**config.mk**
```make
export PLATFORM = sky130hd
export DESIGN_NAME = jtsdram_bank_ctrl_flat
export DESIGN_NICKNAME = d
export VERILOG_FILES = /design/src/rtl/jtsdram_bank_ctrl_if.sv /design/src/rtl/jtsdram_bank_ctrl.sv /design/src/flat_wrapper.sv
export SDC_FILE = /design/constraint.sdc
export NUM_CORES = 1
export LEC_CHECK = 0
export CAP_MARGIN = 20
export CORE_ASPECT_RATIO = 1.75
export CORE_MARGIN = 3
export CORE_UTILIZATION = 45
export CTS_BUF_LIST = sky130_fd_sc_hd__clkbuf_8
export DETAILED_ROUTE_END_ITERATION = 12
export PLACE_DENSITY = 0.78
export RECOVER_POWER = 50
export SKIP_LAST_GASP = 1
export SYNTH_ARGS = -nofsm -noshare
export SYNTH_HDL_FRONTEND = slang
export SYNTH_SLANG_ARGS = --single-unit
export TNS_END_PERCENT = 1
```
**constraint.sdc**
```tcl
create_clock -name clk -period 15 [get_ports clk]
set_input_delay 4.5 -clock clk [delete_from_list [all_inputs] [get_ports clk]]
set_output_delay 4.5 -clock clk [all_outputs]
set_load 0.01 [all_outputs]
```
**src/rtl/jtsdram_bank_ctrl_if.sv**
```systemverilog
`default_nettype none
// ============================================================================
// jtsdram_bank_ctrl_if : rd/wr/ack/rdy request bus between bank clients and
//                        the single-bank SDRAM controller
// Revision 1.0
// ============================================================================
interface jtsdram_bank_ctrl_if;
  logic        rd;
  logic        wr;
  logic [21:0] addr;
  logic [15:0] din;
  logic        ack;
  logic        rdy;
  logic [31:0] dout;

  modport master (output rd, wr, addr, din, input ack, rdy, dout);
  modport slave  (input rd, wr, addr, din, output ack, rdy, dout);
endinterface
`default_nettype wire

```
**src/rtl/jtsdram_bank_ctrl.sv**
```systemverilog
`default_nettype none
// ============================================================================
// jtsdram_bank_ctrl : single-bank SDRAM controller, closed page with
//                     auto-precharge, BL2 reads returning 32-bit words
// Revision 1.0
// ============================================================================
module jtsdram_bank_ctrl #(
  parameter logic [1:0] BA        = 2'd0,
  parameter int         CL        = 2,
  parameter int         TRCD      = 2,
  parameter int         TRP       = 2,
  parameter int         TRFC      = 7,
  parameter int         TREFI     = 390,
  parameter int         INIT_WAIT = 10000
) (
  input  wire                 clk,
  input  wire                 rst,
  jtsdram_bank_ctrl_if.slave  bus,
  output logic                init_done,
  output logic [3:0]          sdram_cmd,
  output logic [1:0]          sdram_ba,
  output logic [12:0]         sdram_a,
  output logic [1:0]          sdram_dqm,
  output logic [15:0]         sdram_dq_out,
  output logic                sdram_dq_oe,
  input  wire  [15:0]         sdram_dq_in
);

  localparam int CNT_W = $clog2(INIT_WAIT + TRFC + TRP + TRCD + CL + 8);
  localparam int RF_W  = $clog2(TREFI + 1);

  localparam logic [3:0] c_nop = 4'b0111;
  localparam logic [3:0] c_act = 4'b0011;
  localparam logic [3:0] c_rd  = 4'b0101;
  localparam logic [3:0] c_wr  = 4'b0100;
  localparam logic [3:0] c_pre = 4'b0010;
  localparam logic [3:0] c_ref = 4'b0001;
  localparam logic [3:0] c_mrs = 4'b0000;
  // Write burst single, sequential BL2
  localparam logic [12:0] c_mode = {3'b000, 1'b1, 2'b00, 3'(CL), 1'b0, 3'b001};

  typedef enum logic [3:0] {
    S_INIT_WAIT, S_INIT_PRE, S_INIT_REF, S_INIT_MRS,
    S_IDLE, S_REFRESH, S_ACT, S_WR, S_RD, S_PRECHG
  } state_t;

  state_t            state_q, state_d;
  logic [CNT_W-1:0]  cnt_q, cnt_d;
  logic [RF_W-1:0]   refc_q, refc_d;
  logic              rfsh_pend_q, rfsh_pend_d;
  logic              ref2_q, ref2_d;
  logic              rnw_q, rnw_d;
  logic [21:0]       addr_q, addr_d;
  logic [15:0]       din_q, din_d;
  logic [15:0]       beat0_q, beat0_d;
  logic              ack_q, ack_d;
  logic              rdy_q, rdy_d;
  logic [31:0]       dout_q, dout_d;
  logic              init_done_q, init_done_d;
  logic [3:0]        cmd_q, cmd_d;
  logic [12:0]       a_q, a_d;
  logic [1:0]        dqm_q, dqm_d;
  logic [15:0]       dq_out_q, dq_out_d;
  logic              oe_q, oe_d;

  always_ff @(posedge clk or posedge rst) begin
    if (rst) state_q <= S_INIT_WAIT;
    else     state_q <= state_d;
  end

  always_comb begin
    state_d     = state_q;
    cnt_d       = cnt_q + 1'b1;
    refc_d      = refc_q;
    rfsh_pend_d = rfsh_pend_q;
    ref2_d      = ref2_q;
    rnw_d       = rnw_q;
    addr_d      = addr_q;
    din_d       = din_q;
    beat0_d     = beat0_q;
    ack_d       = 1'b0;
    rdy_d       = 1'b0;
    dout_d      = dout_q;
    init_done_d = init_done_q;
    cmd_d       = c_nop;
    a_d         = a_q;
    dqm_d       = 2'b11;
    dq_out_d    = dq_out_q;
    oe_d        = 1'b0;

    if (init_done_q)
      refc_d = (refc_q == RF_W'(TREFI - 1)) ? '0 : refc_q + 1'b1;

    case (state_q)
      S_INIT_WAIT: if (cnt_q == CNT_W'(INIT_WAIT - 1)) begin
        cmd_d   = c_pre;
        a_d     = 13'h0400;
        cnt_d   = '0;
        state_d = S_INIT_PRE;
      end
      S_INIT_PRE: if (cnt_q == CNT_W'(TRP - 1)) begin
        cmd_d   = c_ref;
        ref2_d  = 1'b0;
        cnt_d   = '0;
        state_d = S_INIT_REF;
      end
      S_INIT_REF: if (cnt_q == CNT_W'(TRFC - 1)) begin
        cnt_d = '0;
        if (!ref2_q) begin
          cmd_d  = c_ref;
          ref2_d = 1'b1;
        end else begin
          cmd_d   = c_mrs;
          a_d     = c_mode;
          state_d = S_INIT_MRS;
        end
      end
      S_INIT_MRS: if (cnt_q == CNT_W'(1)) begin
        init_done_d = 1'b1;
        cnt_d       = '0;
        state_d     = S_IDLE;
      end
      S_IDLE: begin
        cnt_d = '0;
        if (rfsh_pend_q) begin
          cmd_d       = c_ref;
          rfsh_pend_d = 1'b0;
          state_d     = S_REFRESH;
        end else if (bus.rd || bus.wr) begin
          rnw_d   = bus.rd;
          addr_d  = bus.addr;
          din_d   = bus.din;
          cmd_d   = c_act;
          a_d     = bus.addr[21:9];
          ack_d   = 1'b1;
          state_d = S_ACT;
        end
      end
      // Leave one cycle early so the next command lands exactly TRFC after REF
      S_REFRESH: if (cnt_q == CNT_W'(TRFC - 2)) state_d = S_IDLE;
      S_ACT: if (cnt_q == CNT_W'(TRCD - 1)) begin
        a_d   = {2'b00, 1'b1, 1'b0, addr_q[8:0]};
        dqm_d = 2'b00;
        cnt_d = '0;
        if (rnw_q) begin
          cmd_d   = c_rd;
          state_d = S_RD;
        end else begin
          cmd_d    = c_wr;
          dq_out_d = din_q;
          oe_d     = 1'b1;
          state_d  = S_WR;
        end
      end
      S_WR: if (cnt_q == CNT_W'(1)) begin
        rdy_d   = 1'b1;
        cnt_d   = '0;
        state_d = S_PRECHG;
      end
      // Pad input register adds one cycle on top of CL
      S_RD: begin
        if (cnt_q <= CNT_W'(CL + 1)) dqm_d = 2'b00;
        if (cnt_q == CNT_W'(CL + 1)) beat0_d = sdram_dq_in;
        if (cnt_q == CNT_W'(CL + 2)) begin
          dout_d  = {sdram_dq_in, beat0_q};
          rdy_d   = 1'b1;
          cnt_d   = '0;
          state_d = S_PRECHG;
        end
      end
      S_PRECHG: if (cnt_q == CNT_W'(TRP)) begin
        cnt_d   = '0;
        state_d = S_IDLE;
      end
      default: begin
        cnt_d   = '0;
        state_d = S_INIT_WAIT;
      end
    endcase

    if (init_done_q && refc_q == RF_W'(TREFI - 1)) rfsh_pend_d = 1'b1;
  end

  always_ff @(posedge clk or posedge rst) begin
    if (rst) begin
      cnt_q       <= '0;
      refc_q      <= '0;
      rfsh_pend_q <= 1'b0;
      ref2_q      <= 1'b0;
      rnw_q       <= 1'b0;
      addr_q      <= '0;
      din_q       <= '0;
      beat0_q     <= '0;
      ack_q       <= 1'b0;
      rdy_q       <= 1'b0;
      dout_q      <= '0;
      init_done_q <= 1'b0;
      cmd_q       <= c_nop;
      a_q         <= '0;
      dqm_q       <= 2'b11;
      dq_out_q    <= '0;
      oe_q        <= 1'b0;
    end else begin
      cnt_q       <= cnt_d;
      refc_q      <= refc_d;
      rfsh_pend_q <= rfsh_pend_d;
      ref2_q      <= ref2_d;
      rnw_q       <= rnw_d;
      addr_q      <= addr_d;
      din_q       <= din_d;
      beat0_q     <= beat0_d;
      ack_q       <= ack_d;
      rdy_q       <= rdy_d;
      dout_q      <= dout_d;
      init_done_q <= init_done_d;
      cmd_q       <= cmd_d;
      a_q         <= a_d;
      dqm_q       <= dqm_d;
      dq_out_q    <= dq_out_d;
      oe_q        <= oe_d;
    end
  end

  assign bus.ack      = ack_q;
  assign bus.rdy      = rdy_q;
  assign bus.dout     = dout_q;
  assign init_done    = init_done_q;
  assign sdram_cmd    = cmd_q;
  assign sdram_ba     = BA;
  assign sdram_a      = a_q;
  assign sdram_dqm    = dqm_q;
  assign sdram_dq_out = dq_out_q;
  assign sdram_dq_oe  = oe_q;

endmodule
`default_nettype wire

```
**src/flat_wrapper.sv**
```systemverilog
// flat-port wrapper written by rule: the top's interface ports become plain ports
module jtsdram_bank_ctrl_flat 
#(
  parameter logic [1:0] BA        = 2'd0,
  parameter int         CL        = 2,
  parameter int         TRCD      = 2,
  parameter int         TRP       = 2,
  parameter int         TRFC      = 7,
  parameter int         TREFI     = 390,
  parameter int         INIT_WAIT = 10000
)
  (clk, rst, init_done, sdram_cmd, sdram_ba, sdram_a, sdram_dqm, sdram_dq_out, sdram_dq_oe, sdram_dq_in, bus_rd, bus_wr, bus_addr, bus_din, bus_ack, bus_rdy, bus_dout);
  jtsdram_bank_ctrl_if bus_i ();
  input  wire clk;
  input  wire rst;
  output logic init_done;
  output logic [3:0] sdram_cmd;
  output logic [1:0] sdram_ba;
  output logic [12:0] sdram_a;
  output logic [1:0] sdram_dqm;
  output logic [15:0] sdram_dq_out;
  output logic sdram_dq_oe;
  input  wire  [15:0] sdram_dq_in;
  input wire logic [$bits(bus_i.rd)-1:0] bus_rd;
  input wire logic [$bits(bus_i.wr)-1:0] bus_wr;
  input wire logic [$bits(bus_i.addr)-1:0] bus_addr;
  input wire logic [$bits(bus_i.din)-1:0] bus_din;
  output wire logic [$bits(bus_i.ack)-1:0] bus_ack;
  output wire logic [$bits(bus_i.rdy)-1:0] bus_rdy;
  output wire logic [$bits(bus_i.dout)-1:0] bus_dout;
  assign bus_i.rd = bus_rd;
  assign bus_i.wr = bus_wr;
  assign bus_i.addr = bus_addr;
  assign bus_i.din = bus_din;
  assign bus_ack = bus_i.ack;
  assign bus_rdy = bus_i.rdy;
  assign bus_dout = bus_i.dout;
  jtsdram_bank_ctrl #(.BA(BA), .CL(CL), .TRCD(TRCD), .TRP(TRP), .TRFC(TRFC), .TREFI(TREFI), .INIT_WAIT(INIT_WAIT)) u_core (.clk(clk), .rst(rst), .bus(bus_i), .init_done(init_done), .sdram_cmd(sdram_cmd), .sdram_ba(sdram_ba), .sdram_a(sdram_a), .sdram_dqm(sdram_dqm), .sdram_dq_out(sdram_dq_out), .sdram_dq_oe(sdram_dq_oe), .sdram_dq_in(sdram_dq_in));
endmodule
```
# After elaboration in Yosys (flattened, before gate mapping)
# Cells that the tools add are included.
# totals
word_cells,122
input_bits,58
reg_bits,142
# op_classes
n_reduce_logical,15
bitwise,2
n_addsub,2
order_cmp,1
n_eq_ne,30
n_mux,54
# op_table
op,count
14-bit one-hot mux with 6 select lines,1
13-bit two-way mux,6
14-bit two-way mux,5
4-bit two-way mux,16
13-bit one-hot mux with 4 select lines,1
"14-bit by 3-bit == test with 1-bit output, second input constant",3
4-bit one-hot mux with 10 select lines,1
"14-bit by 2-bit == test with 1-bit output, second input constant",2
"2-bit by 1-bit inequality test with 1-bit output, second input constant",11
4-bit one-hot mux with 5 select lines,1
"4-bit by 3-bit == test with 1-bit output, second input constant",4
"14-bit by 1-bit adder with 14-bit output, second input constant",1
"14-bit by 1-bit == test with 1-bit output, second input constant",1
"14-bit == test, second input constant",1
"14-bit by 2-bit less-or-equal comparator with 1-bit output, second input constant",1
1-bit two-way mux,14
11-bit AND reduction,1
"9-bit by 1-bit adder with 9-bit output, second input constant",1
"9-bit == test, second input constant",1
3-bit two-way mux,3
9-bit two-way mux,1
3-bit AND reduction,3
"4-bit by 2-bit == test with 1-bit output, second input constant",2
"4-bit == test, second input constant",2
other kinds (15),21

# Depth between registers and ports, before layout
# depth
ltp_word,4
depth_mapped,9
mapped_depth_nobuf,7

# Worst setup path before layout
# No wires, ideal clock.
# synth_timing
path_kind,input to register
start,input bus_wr
end,"register u_core.a_q[0], in the netlist u_core.sdram_a[0]"
arrival_time_ns,5.572
required_ns,14.875
path_buffers,2
path_stages,6
setup_slack_ns,9.303
cell_sequence,nor2_1 -> o21ai_0 -> and4_1 -> buf_4 -> buf_6 -> mux2_4
# synth_via
elab_chain_len,3
# synth_lines
item,line_no,text
from (decl),flat_wrapper.sv:25,input wire logic [$bits(bus_i.wr)-1:0] bus_wr;
1-bit logical OR,jtsdram_bank_ctrl.sv:129,end else if (bus.rd || bus.wr) begin
2-bit by 1-bit inequality test with 1-bit output (no source line),--,
7-bit AND reduction (no source line),--,
to (signal assigned),jtsdram_bank_ctrl.sv:199,a_q <= '0;
to (signal assigned),jtsdram_bank_ctrl.sv:217,a_q <= a_d;
to (decl),jtsdram_bank_ctrl.sv:61,"logic [12:0] a_q, a_d;"
# No other way between the ends.
# A chain may end at the register's enable or synchronous reset.

==> impl_metrics.tcl <==
set metrics [dict create \
    final_max_slew_viol_count 96 \
    worstSetupPathType "input pin to asynchronous set/reset pin" \
    clock_latency_ns 0.44 \
    dr.pass1.iters 4 \
    synthMuxAreaShare 0.197 \
    cts.sinks 140 \
    crit_slowest_cell "clkinvlp_2" \
    cp_cell_sequence "dlygate4sd3_1 -> clkinvlp_2 -> buf_4" \
    nNetsFinal 667 \
    cts_resized 0 \
    slowest_delay_ns 1.50 \
    root_buffer "clkbuf_8" \
    antenna_cells 0 \
    post-route-period-util 0.477 \
    hold_violations 0 \
    cts_tree "built" \
    outcome "complete, but fails checks" \
    maxSlewHeadroom -0.785 \
    drc_errors 0 \
    rsz0062_at_grt "no" \
    fin_setup_tns_ns 0 \
    synth_edf_count 0 \
    die_w_um 95.4 \
    crit_buf_inv 3 \
    clock_skew_ns 0.0124 \
    synth_top_family_by_area "multiplexers" \
    worst_slew_pin_slew_ns 2.66 \
    die_area_um2 15500 \
    drv_cap 2 \
    synth_compound_area_frac 0.0524 \
    failed_checks "capacitance limit, slew limit" \
    cts_hold_buf 0 \
    worstHoldStart "u_core.din_q[1]" \
    endpoint_kind "asynchronous set/reset pin" \
    p_leak_nw 3.39 \
    grt_pass1_wl_mm 22.2 \
    synth_adder_area_share 0.0119 \
    antenna_found_initial 0 \
    period_needed_ns 7.15 \
    synth_simple_gate_area_frac 0.117 \
    synth-main-ff-cell "dfrtp_1" \
    ys.warnings.count 0 \
    powerDensity_nw_per_um2 184 \
    drive_gt1_frac 0.228 \
    yosys.area_share.xor_xnor 0.0236 \
    cts_buffers 17 \
    syn-mean-instance-area_um2 13.1 \
    grt_max_degree 80 \
    routedWlPerCell_um 17.3 \
    synthCells 481 \
    cts.reportedPaths.clkPinSlew_ns 0.08 \
    start_kind "input pin" \
    cp_top_family "buffers and inverters" \
    vias 4185 \
    synth-seq-area-share 0.557 \
    cp_data_required_time_ns 15.42 \
    h-tree-depth 4 \
    grt_use_total 0.184 \
    cp.arrival_ns 7.57 \
    grt_overflow 0 \
    area_delta_synth_final_pct 26.5 \
    min_path_type "register to register" \
    ant_nets 0 \
    port_buffers 127 \
    drt_first_iter_violations 215 \
    vdd_drop_max_mv 0.0665 \
    wl_mm 13.6 \
    final_common_cell "dfrtp_1" \
    hpwl_mm 9.78 \
    synthArstFlopShare 1.00 \
    cp_max_fo 79 \
    place_ws_ns 8.39 \
    cts_buffer_depth 2 \
    r2r-start "u_core.state_q[2]" \
    synth_cell_types 64 \
    io_pins 131 \
    coreArea_um2 13500 \
    final_cell_mix "dfrtp_1, clkdlybuf4s50_1, mux2_2, nor2_1, nand2_1" \
    vias_per_cell 5.30 \
    startpoint "rst" \
    gp_congestion 0.881 \
    netlist_area_um2 6300 \
    setup_viol 0 \
    initial_utilization 0.466 \
    post_cts_buffers 0 \
    setup_ws_ns 7.85 \
    first_global_vias 4413 \
    fmaxAchievable_ghz 0.140 \
    ys_ff_latch 140 \
    die-height_um 163 \
    row_count 56 \
]
-- logic make-up (layout without fill, tap and decap cells) --
kind of cell | Yosys count | in the layout
buffers and inverters | 40 | 172
AND/OR/NAND/NOR | 125 | 125
flip-flops | 140 | 140
adder cells (fa/ha/maj) | 6 | 6
other | 1 | 3
XOR/XNOR | 17 | 17
AO/OA/AOI/OAI | 47 | 47
multiplexers | 105 | 105
-- metrics by stage --
step                       util  power, mW  hold WS (ns)  instance area, µm²  cells
after detailed placement  0.562       1.16         0.493                7600    757
after floorplan               -      0.961         0.460                6310    483
after CTS                 0.594       1.49         0.510                8030    788
final                     0.589       1.46         0.491                7970    789
after global routing      0.589       1.55         0.515                7970    789
after global placement    0.562       1.13         0.480                7600    757
-- routing by layer --
metal,GRT usage,share of wire,wire (µm)
met2,0.327,0.55,7520
met5,0,0,0
met4,0.0687,0.019,264
met1,0.211,0.38,5200
met3,0.0448,0.047,647
-- area by class of cell --
type | count | area, µm²
clock buffers | 17 | 234
flip-flops and latches | 140 | 3510
clock inverters | 14 | 193
repair buffers | 132 | 1300
inverters | 9 | 35.0
well taps | 174 | 218
fillers | 1061 | 5560
multi-input cells | 303 | 2480
-- flip-flops by register name, summed over array words and instances, names as in the netlist, 3 cells and up --
| signal | count |
|---|---|
| u_core.addr_q | 9 |
| u_core.beat0_q | 16 |
| u_core.bus.dout | 32 |
| u_core.cnt_q | 14 |
| u_core.din_q | 16 |
| u_core.refc_q | 9 |
| u_core.sdram_a | 13 |
| u_core.sdram_cmd | 3 |
| u_core.sdram_dq_out | 16 |
| u_core.state_q | 4 |
-- worst paths after layout --
check,end,slack (ns),cells after the start
worst max-delay path,u_core.refc_q[7],7.85,3
worst min-delay path,u_core.sdram_dq_out[1],0.49,1
worst max register to register,u_core.addr_q[5],11.32,4
worst min register to register,u_core.sdram_dq_out[1],0.49,1
max in group clk,u_core.addr_q[5],7.97,5
min in group asynchronous,u_core.bus.dout[3],5.25,2
-- power by group --
group | switching [mW] | internal [mW]
sequential | 0.105 | 0.497
clock | 0.145 | 0.181
combinational | 0.231 | 0.305
-- synthesized netlist by cell type, types with 10 or more instances --
library cell	number	share of area
nor3_1	10	0.0079
a21oi_1	10	0.0079
nand3_1	11	0.0087
mux2_4	16	0.038
nor2_1	27	0.016
mux2_2	86	0.15
dfrtp_1	136	0.54
buf_4	11	0.013
nand2_1	24	0.014
Power figures use the tool's default switching activity.
